--- src/rtl/mux_stream_nch.sv ---
// N-channel registered stream multiplexer with fixed-select or round-robin grant.
// The output is a single registered entry tagged with the channel the word came from.
module mux_stream_nch #(
    parameter int WIDTH    = 2,
    parameter int CHANNELS = 4,
    parameter int SEL_W    = 2
) (
    input  logic                      clk,
    input  logic                      reset,
    input  logic                      mode,
    input  logic [SEL_W-1:0]          sel,
    input  logic [CHANNELS-1:0]       in_valid,
    input  logic [CHANNELS*WIDTH-1:0] in_data,
    output logic [CHANNELS-1:0]       in_ready,
    output logic                      out_valid,
    output logic [WIDTH-1:0]          out_data,
    output logic [SEL_W-1:0]          out_ch,
    input  logic                      out_ready
);

    logic                vld_p0;
    logic [WIDTH-1:0]    data_p0;
    logic [SEL_W-1:0]    ch_p0;
    logic [SEL_W-1:0]    last_grant;

    logic                can_accept;
    logic                grant_any;
    logic                xfer;
    logic [CHANNELS-1:0] grant;
    logic [SEL_W-1:0]    grant_idx;
    logic [WIDTH-1:0]    grant_data;
    logic [SEL_W-1:0]    cand;

    assign can_accept = !vld_p0 || out_ready;

    always_comb begin
        grant     = '0;
        grant_any = 1'b0;
        grant_idx = '0;
        cand      = '0;
        if (!mode) begin
            // An out-of-range sel never matches any channel, so nothing is granted.
            for (int i = 0; i < CHANNELS; i++) begin
                if (sel == SEL_W'(i) && in_valid[i]) begin
                    grant[i]  = 1'b1;
                    grant_any = 1'b1;
                    grant_idx = SEL_W'(i);
                end
            end
        end else begin
            // Scan farthest-first so the nearest valid channel after last_grant wins.
            for (int k = CHANNELS; k >= 1; k--) begin
                cand = SEL_W'((int'(last_grant) + k) % CHANNELS);
                for (int i = 0; i < CHANNELS; i++) begin
                    if (cand == SEL_W'(i) && in_valid[i]) begin
                        grant     = '0;
                        grant[i]  = 1'b1;
                        grant_any = 1'b1;
                        grant_idx = SEL_W'(i);
                    end
                end
            end
        end
    end

    always_comb begin
        grant_data = '0;
        for (int i = 0; i < CHANNELS; i++) begin
            if (grant[i]) grant_data = in_data[i*WIDTH +: WIDTH];
        end
    end

    assign in_ready = (can_accept && !reset) ? grant : '0;
    assign xfer     = grant_any && can_accept;

    // Stage p0: output register and round-robin pointer
    always_ff @(posedge clk) begin
        if (reset) begin
            vld_p0     <= 1'b0;
            data_p0    <= '0;
            ch_p0      <= '0;
            last_grant <= SEL_W'(CHANNELS - 1);
        end else begin
            if (xfer) begin
                vld_p0  <= 1'b1;
                data_p0 <= grant_data;
                ch_p0   <= grant_idx;
                if (mode) last_grant <= grant_idx;
            end else if (out_ready) begin
                vld_p0 <= 1'b0;
            end
        end
    end

    assign out_valid = vld_p0;
    assign out_data  = data_p0;
    assign out_ch    = ch_p0;

endmodule

--- config.mk ---
export PLATFORM = sky130hd
export DESIGN_NAME = mux_stream_nch
export DESIGN_NICKNAME = d
export VERILOG_FILES = /design/src/rtl/mux_stream_nch.sv
export SDC_FILE = /design/constraint.sdc
export NUM_CORES = 1
export LEC_CHECK = 0
export CORE_MARGIN = 1
export CORE_UTILIZATION = 47
export DETAILED_ROUTE_END_ITERATION = 8
export PLACE_DENSITY = 0.92
export SLEW_MARGIN = 20
export SYNTH_ARGS = -nofsm -noshare
export SYNTH_HDL_FRONTEND = slang
export SYNTH_SLANG_ARGS = --single-unit
--- constraint.sdc ---
create_clock -name clk -period 3.8 [get_ports clk]
set_input_delay 0.76 -clock clk [delete_from_list [all_inputs] [get_ports clk]]
set_output_delay 0.76 -clock clk [all_outputs]
set_load 0.01 [all_outputs]
==> results.sh, run 1 <==
export IMPL_status="completed"
export IMPL_cts_hold_buf=0
export IMPL_gr_usage_all_layers_pct=25.2
export IMPL_dpl_hpwl_um=1700
export IMPL_grt_max_degree=15
export IMPL_hp_class="flop to flop"
export IMPL_critPathKind="input pin to primary output"
export IMPL_drive_gt1_share_pct=11.2
export IMPL_antenna_found_initial=0
export IMPL_start_util_pct=50.2
export IMPL_synth_area_leader_cell="dfxtp_1"
export IMPL_drv_slew=0
export IMPL_cts_tree="done"
export IMPL_irDropWorstVdd_uv=133
export IMPL_grt_pass1_wl_um=3440
export IMPL_die_w_um=41.9
export IMPL_synth_edff_count=0
export IMPL_globalRoute_totalOverflow=0
export IMPL_place_ws_ns=0.240
export IMPL_die_h_um=41.9
export IMPL_worst_path_max_fanout=14
export IMPL_synth_top_family_by_area="compound AO/OA/AOI/OAI gates"
export IMPL_ant_nets=0
export IMPL_gp_congestion=0.890
export IMPL_area_growth_pct=38.0
export IMPL_ys_types=43
export IMPL_postCtsResizedCells=0
export IMPL_worst_endpoint_arrival_ns=2.84
export IMPL_synth_adder_area_share_pct=0
export IMPL_clkTransAtPathRegs_ns=0.05
export IMPL_ys_flop_type="dfxtp_1"
export IMPL_grt_pass1_vias=861
export IMPL_p_int_uw=183
export IMPL_drt_initial_drc_count=22
export IMPL_postCtsSetupBuffers=0
export IMPL_synth_compound_area_share_pct=45.2
export IMPL_rsz0062_at_grt="false"
export IMPL_syn_avg_cell_area_um2=7.55
export IMPL_p_comb_share_pct=42.0
export IMPL_finalCriticalPeriod_ns=3.60
export IMPL_coreArea_um2=1490
export IMPL_drt_total_wl_um=2190
export IMPL_synthTopCellsByCount="a21oi_1, nor2_1, dfxtp_1"
export IMPL_numCtsBuffers=3
export IMPL_critPathSlowestCell="clkdlybuf4s50_1"
export IMPL_synth_xor_area_share_pct=0
export IMPL_hold_viol=0
export IMPL_switching_share_pct=33.4
export IMPL_clock_latency_ns=0.25
export IMPL_layout_nets=144
export IMPL_cp_cell_sequence="clkdlybuf4s50_1 -> nor2b_1 -> a21boi_0 -> o22ai_1 -> nor2b_1 -> clkdlybuf4s50_1"
export IMPL_synth_most_common_cell="a21oi_1"
export IMPL_start_kind="input pin"
export IMPL_maxCapViolations=0
export IMPL_fp_row_count=14
export IMPL_cp_top_family="buffers and inverters"
export IMPL_cpPeakStageDelay_ns=0.75
export IMPL_ys_ff_latch=7
export IMPL_vias_per_cell=6.65
export IMPL_die_area_um2=1750
export IMPL_vias=937
export IMPL_async_reset_ff_share_pct=0
export IMPL_syn_area_um2=747
export IMPL_finalSetupViolations=0
export IMPL_avgRoutedWirePerCell_um=15.5
export IMPL_tightest_slew_ns=0.458
export IMPL_yosysWarnings=0
export IMPL_max_slew_margin_pct=69.3
export IMPL_synthMuxAreaShare_pct=3.02
export IMPL_end_kind="primary output"
export IMPL_numPortBuffers=26
export IMPL_critPathBufInv=2
export IMPL_synth_top_area_share_pct=18.8
export IMPL_cts_buffer_depth=2
export IMPL_seq_area_frac_synth_pct=18.8
export IMPL_cts_max_level=1
export IMPL_synth_fp_nets=117
export IMPL_cts_sinks=7
export IMPL_first_pass_iters=4
export IMPL_yosys_area_share_simple_pct=23.5
export IMPL_cp_required_ns=3.04
export IMPL_fmax_mhz=278
export IMPL_p_sw_uw=91.8
export IMPL_antenna_cells=0
export IMPL_drc=0
export IMPL_finalSetupTns_ns=0
export IMPL_synth_area_top_cells="dfxtp_1, a21oi_1, nor2_1"
export IMPL_period_share_pct=94.7
export IMPL_pin_count=27
export IMPL_fill_cells=137
export IMPL_syn_instance_count=99
export IMPL_seq_power_share_pct=32.9
export IMPL_cts_root_buf="clkbuf_4"
export IMPL_setup_slack_ns=0.202
export IMPL_power_density_nw_per_um2=266
export IMPL_p_clk_share_pct=25.1
export IMPL_skew_ns=0.000165
export IMPL_total_leakage_power_uw=0.000392
[path summary, 6_finish.rpt]
kind | start | end | slack (ns) | depth (start not counted)
worst max-delay path | in_valid[3] | in_ready[3] | 0.20 | 6
worst min-delay path | out_ch[1]$_SDFFE_PP0P_ | out_ch[1]$_SDFFE_PP0P_ | 0.45 | 2
worst max register to register | last_grant[1]$_SDFFE_PP1P_ | out_data[0]$_SDFFE_PP0P_ | 1.81 | 5
worst min register to register | out_ch[1]$_SDFFE_PP0P_ | out_ch[1]$_SDFFE_PP0P_ | 0.45 | 2
[worst min-delay path, delay by kind of cell, from the launching register on]
kind	cells	cell delay [ns]
DFF	1	0.30
AOI/OAI and AO/OA	1	0.05
and+or+nand+nor	1	0.05
[state kept, by name, summed over array words and instances, names as in the netlist]
name	cells
out_data	2
out_ch	2
out_valid	1
last_grant	2
[per-layer routing]
layer | global-route usage (%) | part of all wire (%) | up-vias
li1 | - | - | 440
met1 | 24.8 | 37 | 434
met2 | 48.8 | 53 | 51
met3 | 5.65 | 6.7 | 12
met4 | 11.6 | 3.6 | 0
met5 | 0 | 0 | -
[stage by stage]
step	power [uW]	hold slack, ns	utilization [%]	std cells	cell area [um^2]
3_5_place_dp	205	0.446	67.5	137	1000
5_1_grt	295	0.478	69.2	141	1030
3_3_place_gp	200	0.445	67.5	137	1000
6_report	275	0.452	69.2	141	1030
4_1_cts	274	0.453	69.2	141	1030
2_1_floorplan	157	0.474	-	99	747
[layout make-up]
type | instances | area (um^2) | share of cell area (%)
flip-flops and latches | 7 | 140 | 13.6
clock buffers | 4 | 26.3 | 2.55
multi-input cells | 80 | 536 | 51.9
repair buffers | 31 | 298 | 28.9
well taps | 16 | 20.0 | 1.94
inverters | 3 | 11.3 | 1.09
[power by group through the flow]
stage          clock network (uW)  logic, uW  registers, uW
2_1_floorplan                   0       68.4           89.0
3_3_place_gp                    0        109           90.6
3_5_place_dp                    0        114           91.4
4_1_cts                      69.7        114           90.1
5_1_grt                      79.9        124           91.0
6_report                     69.0        115           90.2
[cell families after synthesis]
| group | count (synthesis) |
|---|---|
| buffers and inverters | 12 |
| and+or+nand+nor | 33 |
| AOI/OAI and AO/OA | 46 |
| muxes | 1 |
| DFF | 7 |
[placed cells by master, fill, tap and decap left out, drive strengths merged, types with 3 or more instances in the layout]
| cell type | count |
|---|---|
| a21oi | 11 |
| buf | 5 |
| clkbuf | 4 |
| clkdlybuf4s50 | 26 |
| dfxtp | 7 |
| inv | 3 |
| nand2 | 5 |
| nand2b | 3 |
| nor2 | 9 |
| o21ai | 3 |
| o21bai | 4 |
Power figures use the tool's default switching activity.
==> run 2: changes to the inputs <==
--- a/config.mk
+++ b/config.mk
@@ -6,9 +6,10 @@
 export NUM_CORES = 1
 export LEC_CHECK = 0
 export CORE_MARGIN = 1
-export CORE_UTILIZATION = 47
+export CORE_UTILIZATION = 49
+export CTS_BUF_LIST = sky130_fd_sc_hd__clkbuf_2 sky130_fd_sc_hd__clkbuf_4 sky130_fd_sc_hd__clkbuf_8
 export DETAILED_ROUTE_END_ITERATION = 8
-export PLACE_DENSITY = 0.92
+export PLACE_DENSITY = 0.95
 export SLEW_MARGIN = 20
 export SYNTH_ARGS = -nofsm -noshare
 export SYNTH_HDL_FRONTEND = slang
==> results.sh, run 2 (same netlist as run 1, synthesis figures left out) <==
export IMPL_status="completed"
export IMPL_worstSetupStartpoint="in_valid[3]"
export IMPL_avgRoutedWirePerCell_um=15.3
export IMPL_pin_count=27
export IMPL_final_common_cell="clkdlybuf4s50_1"
export IMPL_stdcell_area_um2=1030
export IMPL_finalSetupTns_ns=0
export IMPL_grt_pass1_wl_um=3130
export IMPL_power_density_nw_per_um2=273
export IMPL_critPathKind="input pin to primary output"
export IMPL_endpoint="in_ready[3]"
export IMPL_layout_nets=143
export IMPL_drt_initial_drc_count=30
export IMPL_end_kind="primary output"
export IMPL_reg2reg_depth=5
export IMPL_ant_nets=0
export IMPL_die_area_um2=1680
export IMPL_cp_required_ns=3.04
export IMPL_numCtsBuffers=3
export IMPL_antenna_cells=0
export IMPL_grt_pass1_vias=772
export IMPL_total_leakage_power_uw=0.000390
export IMPL_grt_max_degree=18
export IMPL_start_kind="input pin"
export IMPL_cts_buffer_depth=2
export IMPL_setup_slack_ns=0.192
export IMPL_period_share_pct=94.9
export IMPL_finalCriticalPeriod_ns=3.61
export IMPL_dpl_hpwl_um=1590
export IMPL_start_util_pct=54.7
export IMPL_drc=0
export IMPL_maxCapViolations=0
export IMPL_r2r_setup_slack_ns=1.88
export IMPL_r2r_end="out_data[0]$_SDFFE_PP0P_"
export IMPL_max_slew_margin_pct=64.8
export IMPL_clock_latency_ns=0.25
export IMPL_cts_max_level=1
export IMPL_antenna_found_initial=0
export IMPL_die_h_um=41.0
export IMPL_skew_ns=0.00178
export IMPL_worst_path_max_fanout=14
export IMPL_fmax_mhz=277
export IMPL_drv_slew=0
export IMPL_vias=912
export IMPL_cpPeakStageDelay_ns=0.74
export IMPL_gp_congestion=0.871
export IMPL_finalSetupViolations=0
export IMPL_hold_viol=0
export IMPL_globalRoute_totalOverflow=0
export IMPL_dpl_cell_area_um2=996
export IMPL_irDropWorstVdd_uv=119
export IMPL_rsz0062_at_grt="false"
export IMPL_coreArea_um2=1370
export IMPL_place_ws_ns=0.232
export IMPL_numPortBuffers=26
export IMPL_cts_tree="done"
export IMPL_clkTransAtPathRegs_ns=0.05
export IMPL_first_pass_iters=4
export IMPL_gr_usage_all_layers_pct=27.9
export IMPL_drive_gt1_share_pct=11.3
export IMPL_fp_row_count=13
export IMPL_cp_cell_sequence="clkdlybuf4s50_1 -> nor2b_1 -> a21boi_0 -> o22ai_1 -> nor2b_1 -> clkdlybuf4s50_1"
export IMPL_hold_ws_ns=0.452
export IMPL_worst_endpoint_arrival_ns=2.85
export IMPL_area_growth_pct=37.4
export IMPL_cts_root_buf="clkbuf_4"
export IMPL_die_w_um=41.0
export IMPL_postCtsResizedCells=0
export IMPL_cts_hold_buf=0
export IMPL_drt_total_wl_um=2130
export IMPL_utilization_pct=75.1
export IMPL_tightest_slew_ns=0.523
export IMPL_critPathSlowestCell="clkdlybuf4s50_1"
export IMPL_cts_sinks=7
export IMPL_layout_common_cells="clkdlybuf4s50_1, a21oi_1, nor2_1"
export IMPL_vias_per_cell=6.56
export IMPL_hp_class="flop to flop"
export IMPL_min_from="out_ch[1]$_SDFFE_PP0P_"
export IMPL_postCtsSetupBuffers=0
export IMPL_reg2reg_from="last_grant[1]$_SDFFE_PP1P_"
## run 2: cell count changes in the layout (fill, tap and decap cells not counted)
cell and change:
buf_4 -1, clkbuf_1 -1, clkbuf_4 +1
## run 2: per-stage QoR
step                      cells  total power (uW)
final                       139               281
after global routing        139               298
after CTS                   139               282
after detailed placement    135               204
after global placement      135               200
after floorplan              99               157
## run 2: final cells by class
cell class / count / area [um^2]
Clock buffer: 4 / 30.0
Timing Repair Buffer: 30 / 290
Inverter: 3 / 11.3
Sequential cell: 7 / 140
Fill cell: 111 / 340
Tap cell: 15 / 18.8
Multi-Input combinational cell: 80 / 536
## run 2: worst max-delay path: cells and delay by family
family                 cells  cell delay, ns
buffers and inverters      2            1.28
AOI/OAI and AO/OA          2            0.39
and+or+nand+nor            2            0.40
## run 2: metal layers
layer,GRT usage (%),wire [um]
met1,31.3,897
met2,52.3,1110
met3,2.17,100
met4,11.7,16
met5,0,0
## run 2: how the worst min path moves through the flow
stage / to / slack (ns) / cells after the start
after floorplan: out_ch[0]$_SDFFE_PP0P_ / 0.47 / 2
after global placement: out_ch[0]$_SDFFE_PP0P_ / 0.44 / 2
final: out_ch[1]$_SDFFE_PP0P_ / 0.45 / 2
after detailed placement: out_ch[1]$_SDFFE_PP0P_ / 0.45 / 2
after global routing: out_ch[0]$_SDFFE_PP0P_ / 0.49 / 2
after CTS: out_ch[1]$_SDFFE_PP0P_ / 0.45 / 2
## run 2: report_power, final
group,switching (uW),internal [uW]
combinational,53.8,61.3
clock,28.2,47.2
sequential,8.99,81.1
